### config.mk
export PLATFORM = sky130hd
export DESIGN_NAME = peecc_uart_word_bridge
export DESIGN_NICKNAME = d
export VERILOG_FILES = /design/src/rtl/peecc_uart_word_bridge_pkg.sv /design/src/rtl/peecc_uart_word_bridge_phy.sv /design/src/rtl/peecc_uart_word_bridge.sv
export SDC_FILE = /design/constraint.sdc
export NUM_CORES = 1
export LEC_CHECK = 0
export ABC_AREA = 1
export ABC_CLOCK_PERIOD_IN_PS = 1700
export BUFFER_PORTS_ARGS = -buffer_cell sky130_fd_sc_hd__clkbuf_2
export CAP_MARGIN = 20
export CORE_MARGIN = 4
export CORE_UTILIZATION = 45
export DETAILED_ROUTE_END_ITERATION = 10
export GPL_ROUTABILITY_DRIVEN = 0
export GPL_TIMING_DRIVEN = 0
export PLACE_DENSITY = 0.67
export SLEW_MARGIN = 20
export SYNTH_ARGS = -nofsm -noshare
export SYNTH_HDL_FRONTEND = slang
export SYNTH_SLANG_ARGS = --single-unit
### constraint.sdc
create_clock -name M_CLK_OSC -period 1.7 [get_ports M_CLK_OSC]
set_input_delay 0.17 -clock M_CLK_OSC [delete_from_list [all_inputs] [get_ports M_CLK_OSC]]
set_output_delay 0.17 -clock M_CLK_OSC [all_outputs]
set_load 0.02 [all_outputs]
### src/rtl/peecc_uart_word_bridge_pkg.sv
// Shared constants, state encodings and sizing helpers
// for the PEECC UART word bridge.
package peecc_uart_word_bridge_pkg;

    localparam logic [7:0] SYNC_RX_DEF = 8'hA5;
    localparam logic [7:0] SYNC_TX_DEF = 8'h5A;

    typedef enum logic [1:0] {
        R_SYNC,
        R_DATA,
        R_HOLD
    } rx_state_e;

    typedef enum logic [1:0] {
        T_IDLE,
        T_SYNC,
        T_DATA
    } tx_state_e;

    typedef enum logic [1:0] {
        P_IDLE,
        P_START,
        P_BITS,
        P_STOP
    } phy_rx_e;

    function automatic int bytes_for(input int width);
        return (width + 7) / 8;
    endfunction

endpackage

### src/rtl/peecc_uart_word_bridge_phy.sv
// 8N1 UART PHY: input synchroniser, mid-bit receiver,
// and a transmitter that chains bytes without idle bits.
module peecc_uart_phy
    import peecc_uart_word_bridge_pkg::*;
#(
    parameter int CLKS_PER_BIT = 10
) (
    input  logic       clk,
    input  logic       rst,
    input  logic       rx_line,
    output logic       tx_line,
    output logic       rx_vld,
    output logic [7:0] rx_byte,
    output logic       rx_err,
    input  logic       tx_start,
    input  logic [7:0] tx_byte,
    output logic       tx_busy
);

    localparam int CW = $clog2(CLKS_PER_BIT + 1);
    localparam logic [CW-1:0] HALF = CW'(CLKS_PER_BIT / 2 - 1);
    localparam logic [CW-1:0] LAST = CW'(CLKS_PER_BIT - 1);

    logic          s1, s2;
    phy_rx_e       prx, prx_d;
    logic [CW-1:0] cnt;
    logic [2:0]    bitn;
    logic [7:0]    sh;
    logic          mid, full;

    logic          tact;
    logic [9:0]    tsh;
    logic [CW-1:0] tcnt;
    logic [3:0]    tbit;

    assign mid     = (cnt == HALF);
    assign full    = (cnt == LAST);
    assign rx_byte = sh;

    // two-flop synchroniser for the asynchronous RX pin
    always_ff @(posedge clk) begin
        if (rst) begin
            s1 <= 1'b1;
            s2 <= 1'b1;
        end else begin
            s1 <= rx_line;
            s2 <= s1;
        end
    end

    // receiver next state: start re-check at mid-bit, then 8 data and stop
    always_comb begin
        prx_d = prx;
        unique case (prx)
            P_IDLE:  if (!s2) prx_d = P_START;
            P_START: if (mid) prx_d = s2 ? P_IDLE : P_BITS;
            P_BITS:  if (full && bitn == 3'd7) prx_d = P_STOP;
            P_STOP:  if (full) prx_d = P_IDLE;
        endcase
    end

    // receiver state, bit timer and LSB-first shifter
    always_ff @(posedge clk) begin
        if (rst) begin
            prx    <= P_IDLE;
            cnt    <= '0;
            bitn   <= '0;
            sh     <= '0;
            rx_vld <= 1'b0;
            rx_err <= 1'b0;
        end else begin
            prx    <= prx_d;
            rx_vld <= 1'b0;
            rx_err <= 1'b0;
            if (prx == P_IDLE || prx_d != prx || full) cnt <= '0;
            else cnt <= cnt + 1'b1;
            if (prx == P_START && prx_d == P_BITS) bitn <= '0;
            if (prx == P_BITS && full) begin
                sh   <= {s2, sh[7:1]};
                bitn <= bitn + 1'b1;
            end
            if (prx == P_STOP && full) begin
                rx_vld <= s2;
                rx_err <= !s2;
            end
        end
    end

    // free for a new byte in the last cycle of the stop bit
    assign tx_busy = tact && !(tbit == 4'd9 && tcnt == LAST);

    // transmitter shifter; line is registered so it is glitch-free
    always_ff @(posedge clk) begin
        if (rst) begin
            tact    <= 1'b0;
            tsh     <= '1;
            tcnt    <= '0;
            tbit    <= '0;
            tx_line <= 1'b1;
        end else begin
            tx_line <= tact ? tsh[0] : 1'b1;
            if (tx_start && !tx_busy) begin
                tsh  <= {1'b1, tx_byte, 1'b0};
                tcnt <= '0;
                tbit <= '0;
                tact <= 1'b1;
            end else if (tact) begin
                if (tcnt == LAST) begin
                    tcnt <= '0;
                    tsh  <= {1'b1, tsh[9:1]};
                    if (tbit == 4'd9) tact <= 1'b0;
                    else tbit <= tbit + 1'b1;
                end else begin
                    tcnt <= tcnt + 1'b1;
                end
            end
        end
    end

endmodule

### src/rtl/peecc_uart_word_bridge.sv
// UART-to-word bridge: framing FSMs, inter-byte timeout
// and saturating RX error accounting around the UART PHY.
module peecc_uart_word_bridge
    import peecc_uart_word_bridge_pkg::*;
#(
    parameter int         DIN_W     = 32,
    parameter int         DOUT_W    = 42,
    parameter int         CLK_HZ    = 4000000,
    parameter int         BAUD      = 115200,
    parameter int         TIMEOUT_B = 20,
    parameter logic [7:0] SYNC_RX   = SYNC_RX_DEF,
    parameter logic [7:0] SYNC_TX   = SYNC_TX_DEF
) (
    input  logic              M_CLK_OSC,
    input  logic              M_RESET,
    input  logic              uart_rx,
    output logic              uart_tx,
    output logic [DIN_W-1:0]  din_data,
    output logic              din_valid,
    input  logic              din_ready,
    input  logic [DOUT_W-1:0] dout_data,
    input  logic              dout_valid,
    output logic              dout_ready,
    output logic              frame_err,
    output logic [7:0]        err_count,
    output logic              busy
);

    localparam int CPB    = CLK_HZ / BAUD;
    localparam int RXB    = bytes_for(DIN_W);
    localparam int TXB    = bytes_for(DOUT_W);
    localparam int RXW    = RXB * 8;
    localparam int TXW    = TXB * 8;
    localparam int TO_CYC = TIMEOUT_B * CPB;
    localparam int RIW    = $clog2(RXB + 1);
    localparam int TIW    = $clog2(TXB + 1);
    localparam int TW     = $clog2(TO_CYC + 1);
    localparam logic [RIW-1:0] RX_LAST = RIW'(RXB - 1);
    localparam logic [TIW-1:0] TX_END  = TIW'(TXB);
    localparam logic [TW-1:0]  TO_LAST = TW'(TO_CYC - 1);

    logic       rx_vld, rx_err, tx_start, tx_busy;
    logic [7:0] rx_byte, tx_byte;

    rx_state_e      rs, rs_d;
    logic [RIW-1:0] ridx;
    logic [RXW-1:0] rword;
    logic [TW-1:0]  tmr;
    logic           rx_fail;

    tx_state_e      ts, ts_d;
    logic [TIW-1:0] tidx;
    logic [TXW-1:0] tword;
    logic           load, adv, rdy_d;

    peecc_uart_phy #(
        .CLKS_PER_BIT(CPB)
    ) u_phy (
        .clk     (M_CLK_OSC),
        .rst     (M_RESET),
        .rx_line (uart_rx),
        .tx_line (uart_tx),
        .rx_vld  (rx_vld),
        .rx_byte (rx_byte),
        .rx_err  (rx_err),
        .tx_start(tx_start),
        .tx_byte (tx_byte),
        .tx_busy (tx_busy)
    );

    assign din_data  = rword[DIN_W-1:0];
    assign din_valid = (rs == R_HOLD);
    assign busy      = (rs != R_SYNC) || (ts != T_IDLE);

    // RX framing: hunt sync, collect bytes, hold word until accepted
    always_comb begin
        rs_d    = rs;
        rx_fail = 1'b0;
        unique case (rs)
            R_SYNC: begin
                if (rx_err) rx_fail = 1'b1;
                else if (rx_vld && rx_byte == SYNC_RX) rs_d = R_DATA;
            end
            R_DATA: begin
                if (rx_err) begin
                    rx_fail = 1'b1;
                    rs_d    = R_SYNC;
                end else if (rx_vld) begin
                    if (ridx == RX_LAST) rs_d = R_HOLD;
                end else if (tmr == TO_LAST) begin
                    rx_fail = 1'b1;
                    rs_d    = R_SYNC;
                end
            end
            R_HOLD: begin
                if (rx_vld || rx_err) rx_fail = 1'b1;
                if (din_ready) rs_d = R_SYNC;
            end
            default: rs_d = R_SYNC;
        endcase
    end

    // RX word assembly, inter-byte timer and error counter
    always_ff @(posedge M_CLK_OSC) begin
        if (M_RESET) begin
            rs        <= R_SYNC;
            ridx      <= '0;
            rword     <= '0;
            tmr       <= '0;
            frame_err <= 1'b0;
            err_count <= '0;
        end else begin
            rs        <= rs_d;
            frame_err <= rx_fail;
            if (rx_fail && err_count != 8'hFF) err_count <= err_count + 8'd1;
            if (rs == R_SYNC) ridx <= '0;
            if (rs == R_DATA && rx_vld) begin
                rword <= RXW'({rx_byte, rword} >> 8);
                ridx  <= ridx + 1'b1;
            end
            if (rs == R_DATA && !rx_vld) tmr <= tmr + 1'b1;
            else tmr <= '0;
        end
    end

    // TX framing: capture result, send sync then bytes LSB first
    always_comb begin
        ts_d     = ts;
        tx_start = 1'b0;
        tx_byte  = tword[7:0];
        load     = 1'b0;
        adv      = 1'b0;
        unique case (ts)
            T_IDLE: begin
                if (dout_valid && dout_ready) begin
                    ts_d = T_SYNC;
                    load = 1'b1;
                end
            end
            T_SYNC: begin
                tx_start = 1'b1;
                tx_byte  = SYNC_TX;
                if (!tx_busy) ts_d = T_DATA;
            end
            T_DATA: begin
                if (tidx != TX_END) begin
                    tx_start = 1'b1;
                    adv      = !tx_busy;
                end else if (!tx_busy) begin
                    ts_d = T_IDLE;
                end
            end
            default: ts_d = T_IDLE;
        endcase
        rdy_d = (ts_d == T_IDLE);
    end

    // TX state, result shift register and registered ready
    always_ff @(posedge M_CLK_OSC) begin
        if (M_RESET) begin
            ts         <= T_IDLE;
            tidx       <= '0;
            tword      <= '0;
            dout_ready <= 1'b0;
        end else begin
            ts         <= ts_d;
            dout_ready <= rdy_d;
            if (load) begin
                tword <= TXW'(dout_data);
                tidx  <= '0;
            end else if (adv) begin
                tword <= tword >> 8;
                tidx  <= tidx + 1'b1;
            end
        end
    end

endmodule

==> run_results.csv <==
group,metric,value,unit
outcome,status,"finished, final reports clean",
logic_synthesis,synthDistinctLibCells,42,
placed_design,place_hpwl,11200,um
clocking,clock_path_buffers,2,
critical_path,cp_max_fo,6,
die,die_x,128,um
critical_path,cp-end-kind,"register",
clocking,clk_pin_slew_worst_paths,60,ps
power_and_ir_drop,p_per_area,1370,mW/mm2
cells_and_area,diodes,0,
die,rows,43,
critical_path,worstPathCellList,"inv_4, ha_4, nand2_4, nor2_1, nand2_1, nand2_2, nand2_4, nand2_8, clkbuf_16, nand3_4, o21ai_2, nor2_1",
critical_path,crit_arrival,1950,ps
clocking,h-tree-depth,4,
clocking,cts_buffers,17,
min_path,hold_path.class,"in2reg",
logic_synthesis,synth_cells,872,
sta,hold_violations,0,
critical_path,critPathTopFamily,"simple AND/OR/NAND/NOR gates",
critical_path,worst_path_largest_cell_delay,360,ps
cells_and_area,area_growth,27.9,%
drt,wirelength,16500,um
die,ios,92,
clocking,clock_latency,420,ps
sta,drv_slew,0,
critical_path,cp.required,1980,ps
drt,first_pass_iters,5,
sta,rsz0062_at_grt,"true",
sta,slew_headroom,55.7,%
power_and_ir_drop,peakVddDrop,0.000920,V
cells_and_area,fin_cells,1197,
cells_and_area,mostFrequentLayoutCells,"nand2_1 (215), dfxtp_1 (138), nor2_1 (99)",
sta,finalCritPeriodShare,98.1,%
drt,wl_per_cell,13.8,um
sta,setup_viol,0,
sta,worst_slew_pin_slew,664,ps
power_and_ir_drop,power.leakage,3.47,nW
power_and_ir_drop,comb_power_share,29.5,%
logic_synthesis,synth-edff-count,0,
power_and_ir_drop,power.share.sequential,37.6,%
drt,drt.antenna.violating_nets,0,
power_and_ir_drop,netSwitchingFraction,32.0,%
cells_and_area,final_common_cell,"nand2_1",
grt,grt_pass1_wl,26700,um
power_and_ir_drop,p_clk_share,33.0,%
grt,antenna_found_initial,0,
clocking,clock_sinks,148,
die,dieArea,0.0164,mm2
grt,grt_pass1_vias,5737,
critical_path,critical_path_class,"reg2reg",
logic_synthesis,async_reset_ff_share,0,%
flow_run,maxCapViolCount,0,
drt,drt_iter0_drc,324,
placed_design,dp_cells,1143,
drt,avgViaCountPerCell,5.03,
grt,overflow,0,
sta,fmaxAchievable,600,MHz
clocking,cts_tree,"yes",
logic_synthesis,postSynthRegisterBits,148,
logic_synthesis,ys_seq_area_share,45.6,%
logic_synthesis,synth_top_flop_cell,"dfxtp_1",
critical_path,path_buf_inv,2,
critical_path,slowest_stage,"dfxtp_4",
cells_and_area,drive_gt1_share,24.8,%
sta,clock_skew,8.73,ps
die,core_area,0.0140,mm2
drt,num_vias,6021,
sta,min_period,1670,ps
critical_path,cp-start-kind,"register",
grt,grt_max_degree,17,
logic_synthesis,syn_avg_cell_area,7.45,um2
logic_synthesis,synth_area,0.00650,mm2
clocking,cts_root_buf,"clkbuf_16",
die,initial_core_util,46.5,%
drt,drc,0,
grt,track_usage,19.9,%
cells_and_area,fin_nets,1071,
die,die_h,128,um
power_and_ir_drop,p_switching,3.64,mW
cells_and_area,final_core_util,59.4,%
logic_synthesis,yosys_warnings,0,
power_and_ir_drop,intPower,7.74,mW
logic_synthesis,synth_nets,938,
placed_design,numPortBuffers,91,
[routing by layer]
| layer | vias up | track usage [%] | share of wire [%] |
|---|---|---|---|
| met2 | 140 | 31.8 | 47 |
| li1 | 3093 | - | - |
| met4 | 0 | 5.81 | 1.2 |
| met5 | - | 0 | 0 |
| met1 | 2768 | 26.7 | 47 |
| met3 | 20 | 4.88 | 4.7 |
[worst paths after layout]
path | startpoint | endpoint | slack (ps) | cells after the start
setup / recovery | u_phy.tcnt[1]$_SDFFE_PP0P_ | tword[24]$_SDFFE_PP0P_ | 30 | 12
hold / removal | dout_data[5] | tword[5]$_SDFFE_PP0P_ | 100 | 5
setup reg to reg | u_phy.tcnt[1]$_SDFFE_PP0P_ | tword[24]$_SDFFE_PP0P_ | 30 | 12
hold reg to reg | u_phy.s1$_SDFF_PP1_ | u_phy.s2$_SDFF_PP1_ | 430 | 1
[area by class of cell]
class	count	area [um2]
fillers	1309	5680
multi-input cells	620	3270
flip-flops and latches	148	2980
repair buffers	113	691
clock buffers	23	498
plain buffers	41	302
inverters	64	251
well taps	180	225
clock inverters	8	98.8
[stage by stage]
| stage | hold WS, ps | setup TNS, ps | setup WS (ps) | total power, mW | cell area [um2] |
|---|---|---|---|---|---|
| 2_1_floorplan | 274 | 0 | 113 | 6.32 | 6500 |
| 3_3_place_gp | 394 | -4920 | -196 | 6.96 | 7180 |
| 3_5_place_dp | 383 | -5050 | -180 | 6.98 | 7180 |
| 4_1_cts | 84.3 | 0 | 0.932 | 10.8 | 7900 |
| 5_1_grt | 108 | -901 | -80.4 | 12.0 | 8310 |
| 6_report | 96.2 | 0 | 32.3 | 11.4 | 8310 |
[registers in the layout, summed over array words and instances, names as in the netlist, 2 cells and up]
| signal | cells |
|---|---|
| din_data | 32 |
| err_count | 8 |
| ridx | 3 |
| rs | 2 |
| tidx | 3 |
| tmr | 10 |
| ts | 2 |
| tword | 42 |
| u_phy.bitn | 3 |
| u_phy.cnt | 6 |
| u_phy.prx | 2 |
| u_phy.rx_byte | 8 |
| u_phy.tbit | 4 |
| u_phy.tcnt | 6 |
| u_phy.tsh | 9 |
[Yosys cell counts (all sizes together), types with 8 or more instances]
master	instances	area [um2]
a21oi	86	438
buf	25	200
clkbuf	16	60.1
dfxtp	148	2960
ha	19	238
inv	63	241
nand2	232	912
nand3	69	360
nor2	104	398
o21ai	60	304
xor2	8	70.1
[cells by family after synthesis]
logic type	synth area share [%]
AND/OR/NAND/NOR	28.1
AO/OA/AOI/OAI	13.1
flip-flops	45.6
buffers and inverters	7.78
adder cells (fa/ha/maj)	3.66
XOR/XNOR	1.75
[worst reg2reg max path, cell delays in order, from the launching register on]
cell and delay (ps):
dfxtp_4 360, inv_4 70, ha_4 140, nand2_4 60, nor2_1 100, nand2_1 60
nand2_2 110, nand2_4 120, nand2_8 150, clkbuf_16 170, nand3_4 60, o21ai_2 70
nor2_1 60
[power by group through the flow]
stage	clock, mW	sequential, mW	combinational [mW]
floorplan	0	4.25	2.07
global placement	0	4.31	2.65
detailed placement	0	4.31	2.66
CTS	3.79	4.25	2.75
global route	3.96	4.33	3.74
finish	3.75	4.27	3.35
[timing repair]
item | 4_1_cts | 5_1_grt
gates resized for setup | 16 | 74
endpoints found under the hold margin | 9 | 0
pin swaps | 0 | 6
endpoints found under the setup margin | 54 | 71
buffers inserted | 1 | 7
cloned | 0 | 6
hold buffers | 9 | 0
(Power assumes the default switching activity.)
